### src/rtl/seq_pkg.sv
// seq_pkg: shared FSM state type and width helper for count_sequencer and the event counter
package seq_pkg;

  typedef enum logic [1:0] {
    IDLE = 2'd0,
    RUN  = 2'd1,
    DONE = 2'd2
  } seq_state_t;

  // Smallest r with 2**r >= v; ceil_log2(1) is 0.
  function automatic int ceil_log2(input int v);
    int r;
    r = 0;
    while ((1 << r) < v) r++;
    return r;
  endfunction

endpackage

### src/rtl/start_conditioner.sv
// start_conditioner: synchronises start_i and emits a single-cycle pulse on its (optionally debounced) rising edge; SEQ_DEBOUNCE_EN adds the debounce
module start_conditioner
  import seq_pkg::*;
#(
  parameter int DEBOUNCE_CYCLES = 16
) (
  input  logic clk,
  input  logic reset,
  input  logic start_i,
  output logic start_pulse
);

  logic sync1_q;
  logic sync2_q;
  logic prev_q;
  logic level;

  // Two-flop synchroniser for the asynchronous start request
  always_ff @(posedge clk or negedge reset) begin
    if (!reset) begin
      sync1_q <= 1'b0;
      sync2_q <= 1'b0;
    end else begin
      sync1_q <= start_i;
      sync2_q <= sync1_q;
    end
  end

`ifdef SEQ_DEBOUNCE_EN
  localparam int DW = (ceil_log2(DEBOUNCE_CYCLES + 1) > 0) ? ceil_log2(DEBOUNCE_CYCLES + 1) : 1;

  logic [DW-1:0] deb_q;
  logic [DW-1:0] deb_d;

  // Count consecutive high samples, saturating once the level is trusted; any low sample restarts it
  always_comb begin
    deb_d = !sync2_q ? '0 : (deb_q == DW'(DEBOUNCE_CYCLES)) ? deb_q : deb_q + 1'b1;
  end

  // Debounce counter register
  always_ff @(posedge clk or negedge reset) begin
    if (!reset) deb_q <= '0;
    else        deb_q <= deb_d;
  end

  assign level = (deb_q == DW'(DEBOUNCE_CYCLES));
`else
  assign level = sync2_q;
`endif

  // Previous level for rising-edge detection, so a held request yields one pulse
  always_ff @(posedge clk or negedge reset) begin
    if (!reset) prev_q <= 1'b0;
    else        prev_q <= level;
  end

  assign start_pulse = level & ~prev_q;

endmodule

### src/rtl/count_sequencer.sv
// count_sequencer: runs NUM_ROUNDS counter wraps per start with prescaled enable; optional start debounce via SEQ_DEBOUNCE_EN
module count_sequencer
  import seq_pkg::*;
#(
  parameter  int NUM_ROUNDS      = 4,
  parameter  int PRESCALE        = 1,
  parameter  int DEBOUNCE_CYCLES = 16,
  localparam int RW              = ceil_log2(NUM_ROUNDS + 1)
) (
  input  logic          clk,
  input  logic          reset,
  input  logic          start_i,
  input  logic          stop_i,
  input  logic          flag32,
  output logic          enable,
  output logic          busy,
  output logic          done,
  output logic [RW-1:0] round_count
);

  localparam int PW = (PRESCALE > 1) ? ceil_log2(PRESCALE) : 1;

  seq_state_t    state_q, state_d;
  logic [PW-1:0] pre_q, pre_d;
  logic [RW-1:0] round_q, round_d;
  logic          start_pulse;
  logic          last_pre;
  logic          wrap;

  start_conditioner #(
    .DEBOUNCE_CYCLES(DEBOUNCE_CYCLES)
  ) u_start (
    .clk        (clk),
    .reset      (reset),
    .start_i    (start_i),
    .start_pulse(start_pulse)
  );

  assign last_pre = (pre_q == PW'(PRESCALE - 1));
  assign enable   = (state_q == RUN) && last_pre;
  assign wrap     = enable && flag32;

  // Next state: start launches a run, stop aborts it (beating a coincident final wrap), the final wrap finishes it
  always_comb begin
    state_d = state_q;
    pre_d   = pre_q;
    round_d = round_q;
    unique case (state_q)
      IDLE: begin
        if (start_pulse) begin
          state_d = RUN;
          pre_d   = '0;
          round_d = '0;
        end
      end
      RUN: begin
        pre_d = last_pre ? '0 : pre_q + 1'b1;
        if (stop_i) begin
          state_d = IDLE;
        end else if (wrap) begin
          round_d = round_q + 1'b1;
          state_d = (round_q == RW'(NUM_ROUNDS - 1)) ? DONE : RUN;
        end
      end
      DONE:    state_d = IDLE;
      default: state_d = IDLE;
    endcase
  end

  // State, prescaler and round counter registers
  always_ff @(posedge clk or negedge reset) begin
    if (!reset) begin
      state_q <= IDLE;
      pre_q   <= '0;
      round_q <= '0;
    end else begin
      state_q <= state_d;
      pre_q   <= pre_d;
      round_q <= round_d;
    end
  end

  assign busy        = (state_q != IDLE);
  assign done        = (state_q == DONE);
  assign round_count = round_q;

endmodule
### config.mk
export PLATFORM = sky130hd
export DESIGN_NAME = count_sequencer
export DESIGN_NICKNAME = d
export VERILOG_FILES = /design/src/rtl/seq_pkg.sv /design/src/rtl/start_conditioner.sv /design/src/rtl/count_sequencer.sv
export SDC_FILE = /design/constraint.sdc
export NUM_CORES = 1
export LEC_CHECK = 0
export CAP_MARGIN = 20
export CORE_AREA = 2 2 39 41
export CTS_CLUSTER_SIZE = 14
export DETAILED_ROUTE_END_ITERATION = 7
export DIE_AREA = 0 0 41 43
export GPL_TIMING_DRIVEN = 0
export PLACE_DENSITY = 0.65
export REMOVE_ABC_BUFFERS = 1
export SLEW_MARGIN = 20
export SYNTH_ARGS = -nofsm -noshare
export SYNTH_HDL_FRONTEND = slang
export SYNTH_HIERARCHICAL = 1
export SYNTH_SLANG_ARGS = --single-unit
export TNS_END_PERCENT = 100
### constraint.sdc
create_clock -name clk -period 1.4 [get_ports clk]
set_input_delay 0.28 -clock clk [delete_from_list [all_inputs] [get_ports clk]]
set_output_delay 0.28 -clock clk [all_outputs]
set_load 0.1 [all_outputs]
==> results of run 1 <==
==> cell families after synthesis <==
logic type | Yosys count | share of synthesized area (%)
AO/OA/AOI/OAI | 5 | 10.3
multiplexers | 1 | 2.58
AND/OR/NAND/NOR | 13 | 27.1
adder cells (fa/ha/maj) | 2 | 6.45
flip-flops | 8 | 51.6
buffers and inverters | 2 | 1.94
==> cells in the mapped netlist, drive strengths merged (2+ instances only) <==
| cell type | number | area [um^2] |
|---|---|---|
| dfrtp | 8 | 200 |
| and3 | 3 | 22.5 |
| a211o | 2 | 17.5 |
| ha | 2 | 25.0 |
| inv | 2 | 7.51 |
| nor2 | 2 | 7.51 |
| nor2b | 2 | 20.0 |
| nor3 | 2 | 10.0 |
==> power breakdown <==
part	internal, mW	switching, mW
sequential	0.286	0.0536
clock	0.0974	0.0683
combinational	0.183	0.497
==> what timing repair did <==
| item | 4_1_cts | 5_1_grt |
|---|---|---|
| resized for setup | 42 | 2 |
| pin swaps | 0 | 0 |
| setup endpoints to repair | 6 | 4 |
| buffers inserted | 4 | 0 |
| gates cloned | 0 | 0 |
==> layout make-up <==
cell class	instances	area share [%]
Inverter	2	1.31
Tap cell	16	3.49
Timing Repair Buffer	14	24.2
Multi-Input combinational cell	21	31.8
Clock buffer	3	3.92
Sequential cell	8	35.3
==> worst register-to-register path, stage by stage, from the launching register on <==
cell	delay, ps
dfrtp_1	410
ha_1	220
ha_1	270
nor3_1	40
a211o_1	220
==> sequential cells by signal, summed over array words and instances, names as in the netlist <==
register,count
round_count,3
u_start/prev_q,1
state_q,2
u_start/sync1_q,1
u_start/level,1
==> layer usage <==
metal,share of wire (%),global-route usage (%),vias to the layer above
met5,0,0,-
li1,-,-,146
met4,0,8.00,0
met3,7.8,1.57,0
met2,49,14.4,10
met1,43,12.4,126
==> worst max path at each step <==
stage	cells after the start	endpoint	slack, ps	from
floorplan	2	state_q[1]	-860	state_q[0]
finish	2	done	30	state_q[0]
detailed placement	2	enable	-690	state_q[0]
CTS	2	enable	3	state_q[1]
global placement	2	done	-690	state_q[0]
global route	2	enable	-10	state_q[1]
==> results.py, run 1 <==
metrics = {
    "finish": {
        "final_cell_mix": "6 x dfrtp_1, 4 x clkbuf_4, 4 x clkdlybuf4s50_1, 4 x buf_4, 3 x and3_2",
        "fin_cells": 64,
        "antenna_cells": 0,
        "nets": 57,
        "layout-drive-gt1-share_pct": 45.8,
        "regArea_um2": 203,
        "layout_commonest_cell": "dfrtp_1",
        "fin_util_pct": 41.5,
        "multiInputGateArea_um2": 183,
        "area_delta_synth_final_pct": 48.1,
        "fin_area_um2": 574,
        "fillers": 140,
    },
    "floorplan": {
        "die-area_mm2": 0.00176,
        "core-area_mm2": 0.00138,
        "die_h_um": 43,
        "floorplan.initialDensity_pct": 28.0,
        "fp.dieW_um": 41,
        "row_count": 14,
        "io_pins": 11,
    },
    "sta": {
        "max_slew_margin_pct": 67.8,
        "whs_ps": 305,
        "setup_slack_ps": 29.9,
        "finalSetupTns_ps": 0,
        "max_freq_mhz": 730,
        "min_period_over_period_pct": 97.9,
        "worst_pin_slew_ps": 486,
        "finClkSkew_ps": 6.33,
        "hold_viol_final": 0,
        "maxSlewViolCount": 0,
        "fin_crit_ps": 1370,
        "rsz0062_at_grt": "yes",
        "setup_viol": 0,
    },
    "critical_path": {
        "slowest_delay_ps": 430,
        "cpLargestDelayFamily": "flip-flops",
        "crit_slowest_cell": "dfrtp_2",
        "end_kind": "output port",
        "path_cells": "and2b_2 -> buf_12",
        "arrival_ps": 1090,
        "r2r_cells": 4,
        "r2r-end": "round_count[2]",
        "path_class": "register to output port",
        "worstPathBufferInverterCount": 1,
        "start_kind": "register",
        "crit_path_max_fanout": 5,
        "worstPathRequired_ps": 1120,
        "r2r_slack_ps": 120,
        "r2r-start": "round_count[0]",
    },
    "clock_tree": {
        "htreeDepth": 1,
        "root_buffer": "clkbuf_4",
        "clkSlewWorstSetupHoldPaths_ps": 50,
        "cts_tree": "built",
        "clkSinkCount": 8,
        "cts_hold_buf": 0,
        "numCtsBuffers": 3,
        "clockBufferDepth": 2,
        "clkLatencyLatePin_ps": 240,
    },
    "synthesis": {
        "synth_seq_cells": 8,
        "synth-async-reset-ratio_pct": 100,
        "synth.avg_cell_area_um2": 12.5,
        "ys_warn_count": 6,
        "synth_cells": 31,
        "synth_edf_count": 0,
        "ys_seq_area_share_pct": 51.6,
        "synth_flop_cell": "dfrtp_1",
        "ys_types": 17,
        "netlist_area_um2": 388,
    },
    "grt": {
        "grt_max_degree": 9,
        "grt_remaining_overflow": 0,
        "antenna_found_initial": 0,
        "first_global_vias": 284,
        "grt_usage_pct": 9.96,
        "grt_pass1_wl_mm": 1.15,
    },
    "routing": {
        "vias": 282,
        "drtIter0Drc": 2,
        "wl_per_cell_um": 11.0,
        "drc_errors": 0,
        "drtAntennaViolNets": 0,
        "vias_per_cell": 4.41,
        "wl_um": 706,
        "drtPass1Iterations": 3,
    },
    "placement": {
        "pre_cts_ws_ps": -692,
        "numPortBuffers": 10,
        "place_inst": 57,
        "place_area_um2": 508,
        "dpl.hpwl_um": 481,
        "gp_congestion": 0.601,
    },
    "power_and_ir_drop": {
        "leakage_nw": 0.307,
        "power_mw": 1.19,
        "power.density_mw_per_mm2": 2060,
        "ir_drop_mv": 0.672,
    },
    "run_status": {
        "status": "finished clean",
    },
    "run": {
        "maxCapViolCount": 0,
    },
    "hold_path": {
        "hp-class": "input port to asynchronous set/reset pin",
    },
}
(Power assumes the default switching activity.)
==> inputs of run 2 (changes only) <==
- CELL_PAD_IN_SITES_DETAIL_PLACEMENT: unset -> 1
- CELL_PAD_IN_SITES_GLOBAL_PLACEMENT: unset -> 1
- HOLD_SLACK_MARGIN: unset -> 0.15
- PLACE_DENSITY: 0.65 -> 0.77
==> results.py, run 2 (synthesized netlist as in run 1, its figures left out) <==
metrics = {
    "run_status": {
        "status": "finished clean",
    },
    "grt": {
        "grt_remaining_overflow": 0,
        "grt_usage_pct": 12.1,
        "first_global_vias": 317,
        "antenna_found_initial": 0,
        "grt_pass1_wl_mm": 1.39,
        "grt_max_degree": 9,
    },
    "clock_tree": {
        "cts_tree": "built",
        "clkLatencyLatePin_ps": 250,
        "htreeDepth": 1,
        "clkSlewWorstSetupHoldPaths_ps": 60,
        "clockBufferDepth": 2,
        "numCtsBuffers": 3,
        "clkSinkCount": 8,
        "cts_hold_buf": 0,
        "root_buffer": "clkbuf_4",
    },
    "critical_path": {
        "r2r_cells": 4,
        "start_kind": "register",
        "r2r-start": "state_q[0]",
        "arrival_ps": 1120,
        "crit_end": "busy",
        "worstPathBufferInverterCount": 1,
        "path_depth": 2,
        "cpLargestDelayFamily": "flip-flops",
        "crit_slowest_cell": "dfrtp_2",
        "crit_start": "state_q[1]",
        "end_kind": "output port",
        "r2r_slack_ps": 90,
        "crit_path_max_fanout": 5,
        "slowest_delay_ps": 430,
        "worstPathRequired_ps": 1120,
        "path_cells": "or2_4 -> buf_12",
        "path_class": "register to output port",
        "r2r-end": "round_count[1]",
    },
    "floorplan": {
        "row_count": 14,
        "die_h_um": 43,
        "fp.dieW_um": 41,
        "io_pins": 11,
        "core-area_mm2": 0.00138,
        "floorplan.initialDensity_pct": 28.0,
        "die-area_mm2": 0.00176,
    },
    "sta": {
        "min_period_over_period_pct": 99.8,
        "setup_slack_ps": 2.16,
        "max_freq_mhz": 715,
        "fin_crit_ps": 1400,
        "max_slew_margin_pct": 67.9,
        "finClkSkew_ps": 3.45,
        "worst_pin_slew_ps": 485,
        "setup_viol": 0,
        "rsz0062_at_grt": "yes",
        "hold_viol_final": 0,
        "maxSlewViolCount": 0,
    },
    "placement": {
        "numPortBuffers": 10,
        "gp_congestion": 0.705,
        "dpl.hpwl_um": 533,
        "pre_cts_ws_ps": -748,
    },
    "routing": {
        "drc_errors": 0,
        "drtPass1Iterations": 3,
        "drtIter0Drc": 1,
        "routed-wl-met2_um": 388,
        "wl_um": 810,
        "drtAntennaViolNets": 0,
        "vias": 295,
        "vias_per_cell": 4.76,
        "wl_per_cell_um": 13.1,
        "routed.top_layer": "met3",
        "dr_wl_met3_um": 51,
        "m1WireLength_um": 370,
    },
    "finish": {
        "fillers": 151,
        "largest_reg_flops": 3,
        "nets": 55,
        "area_delta_synth_final_pct": 47.7,
        "layout-drive-gt1-share_pct": 45.7,
        "final_cell_mix": "6 x dfrtp_1, 4 x clkbuf_4, 4 x clkdlybuf4s50_1",
        "antenna_cells": 0,
        "fin_util_pct": 41.4,
        "layout_commonest_cell": "dfrtp_1",
    },
    "power_and_ir_drop": {
        "power.density_mw_per_mm2": 2120,
        "power_mw": 1.22,
        "leakage_nw": 0.301,
        "ir_drop_mv": 1.06,
    },
    "run": {
        "maxCapViolCount": 0,
    },
    "hold_path": {
        "hp-class": "input port to asynchronous set/reset pin",
    },
}
run 2: changes by cell type in the layout (fill, tap and decap cells not counted), sizes merged:
cell and change:
buf -2
run 2: report_power, final:
part | leakage, nW | internal [mW] | switching, mW | total, mW
registers | 0.0962 | 0.286 | 0.0584 | 0.344
clock network | 0.0138 | 0.0984 | 0.0818 | 0.180
logic | 0.191 | 0.194 | 0.497 | 0.691
total | 0.301 | 0.578 | 0.637 | 1.22
run 2: how the worst min path moves through the flow:
| stage | startpoint | endpoint | slack [ps] | cells past startpoint |
|---|---|---|---|---|
| 2_1_floorplan | reset | round_count[0] | -20 | 0 |
| 3_3_place_gp | u_start/sync1_q | u_start/level | 340 | 0 |
| 3_5_place_dp | u_start/sync1_q | u_start/level | 350 | 0 |
| 4_1_cts | reset | u_start/prev_q | 310 | 1 |
| 5_1_grt | reset | round_count[2] | 330 | 1 |
| 6_report | reset | u_start/sync1_q | 310 | 1 |
run 2: cell type report:
cell class	count	area [um^2]	area share [%]
clock buffer	3	22.5	3.93
tap	16	20.0	3.49
timing repair buffer	12	135	23.6
sequential	8	203	35.4
inverter	2	7.51	1.31
multi-input combinational	21	185	32.3
run 2: metrics by stage:
step	TNS (ps)	area (um^2)	std cells	hold slack (ps)
global route	-45.4	573	62	330
CTS	-12.2	562	62	305
finish	0	573	62	307
detailed placement	-3970	508	57	346
floorplan	-2680	388	31	-15.6
global placement	-3850	508	57	335
run 2: timing repair:
item,in CTS,in global routing
resized for setup,45,3
pin swaps,0,0
setup endpoints to repair,6,4
setup buffers,2,0
hold endpoints to repair,0,0
run 2: routing by layer:
metal | GRT usage (%) | up-vias
met5 | 0 | -
met4 | 6.00 | 0
met3 | 4.71 | 0
met2 | 17.5 | 10
met1 | 14.9 | 144
li1 | - | 141
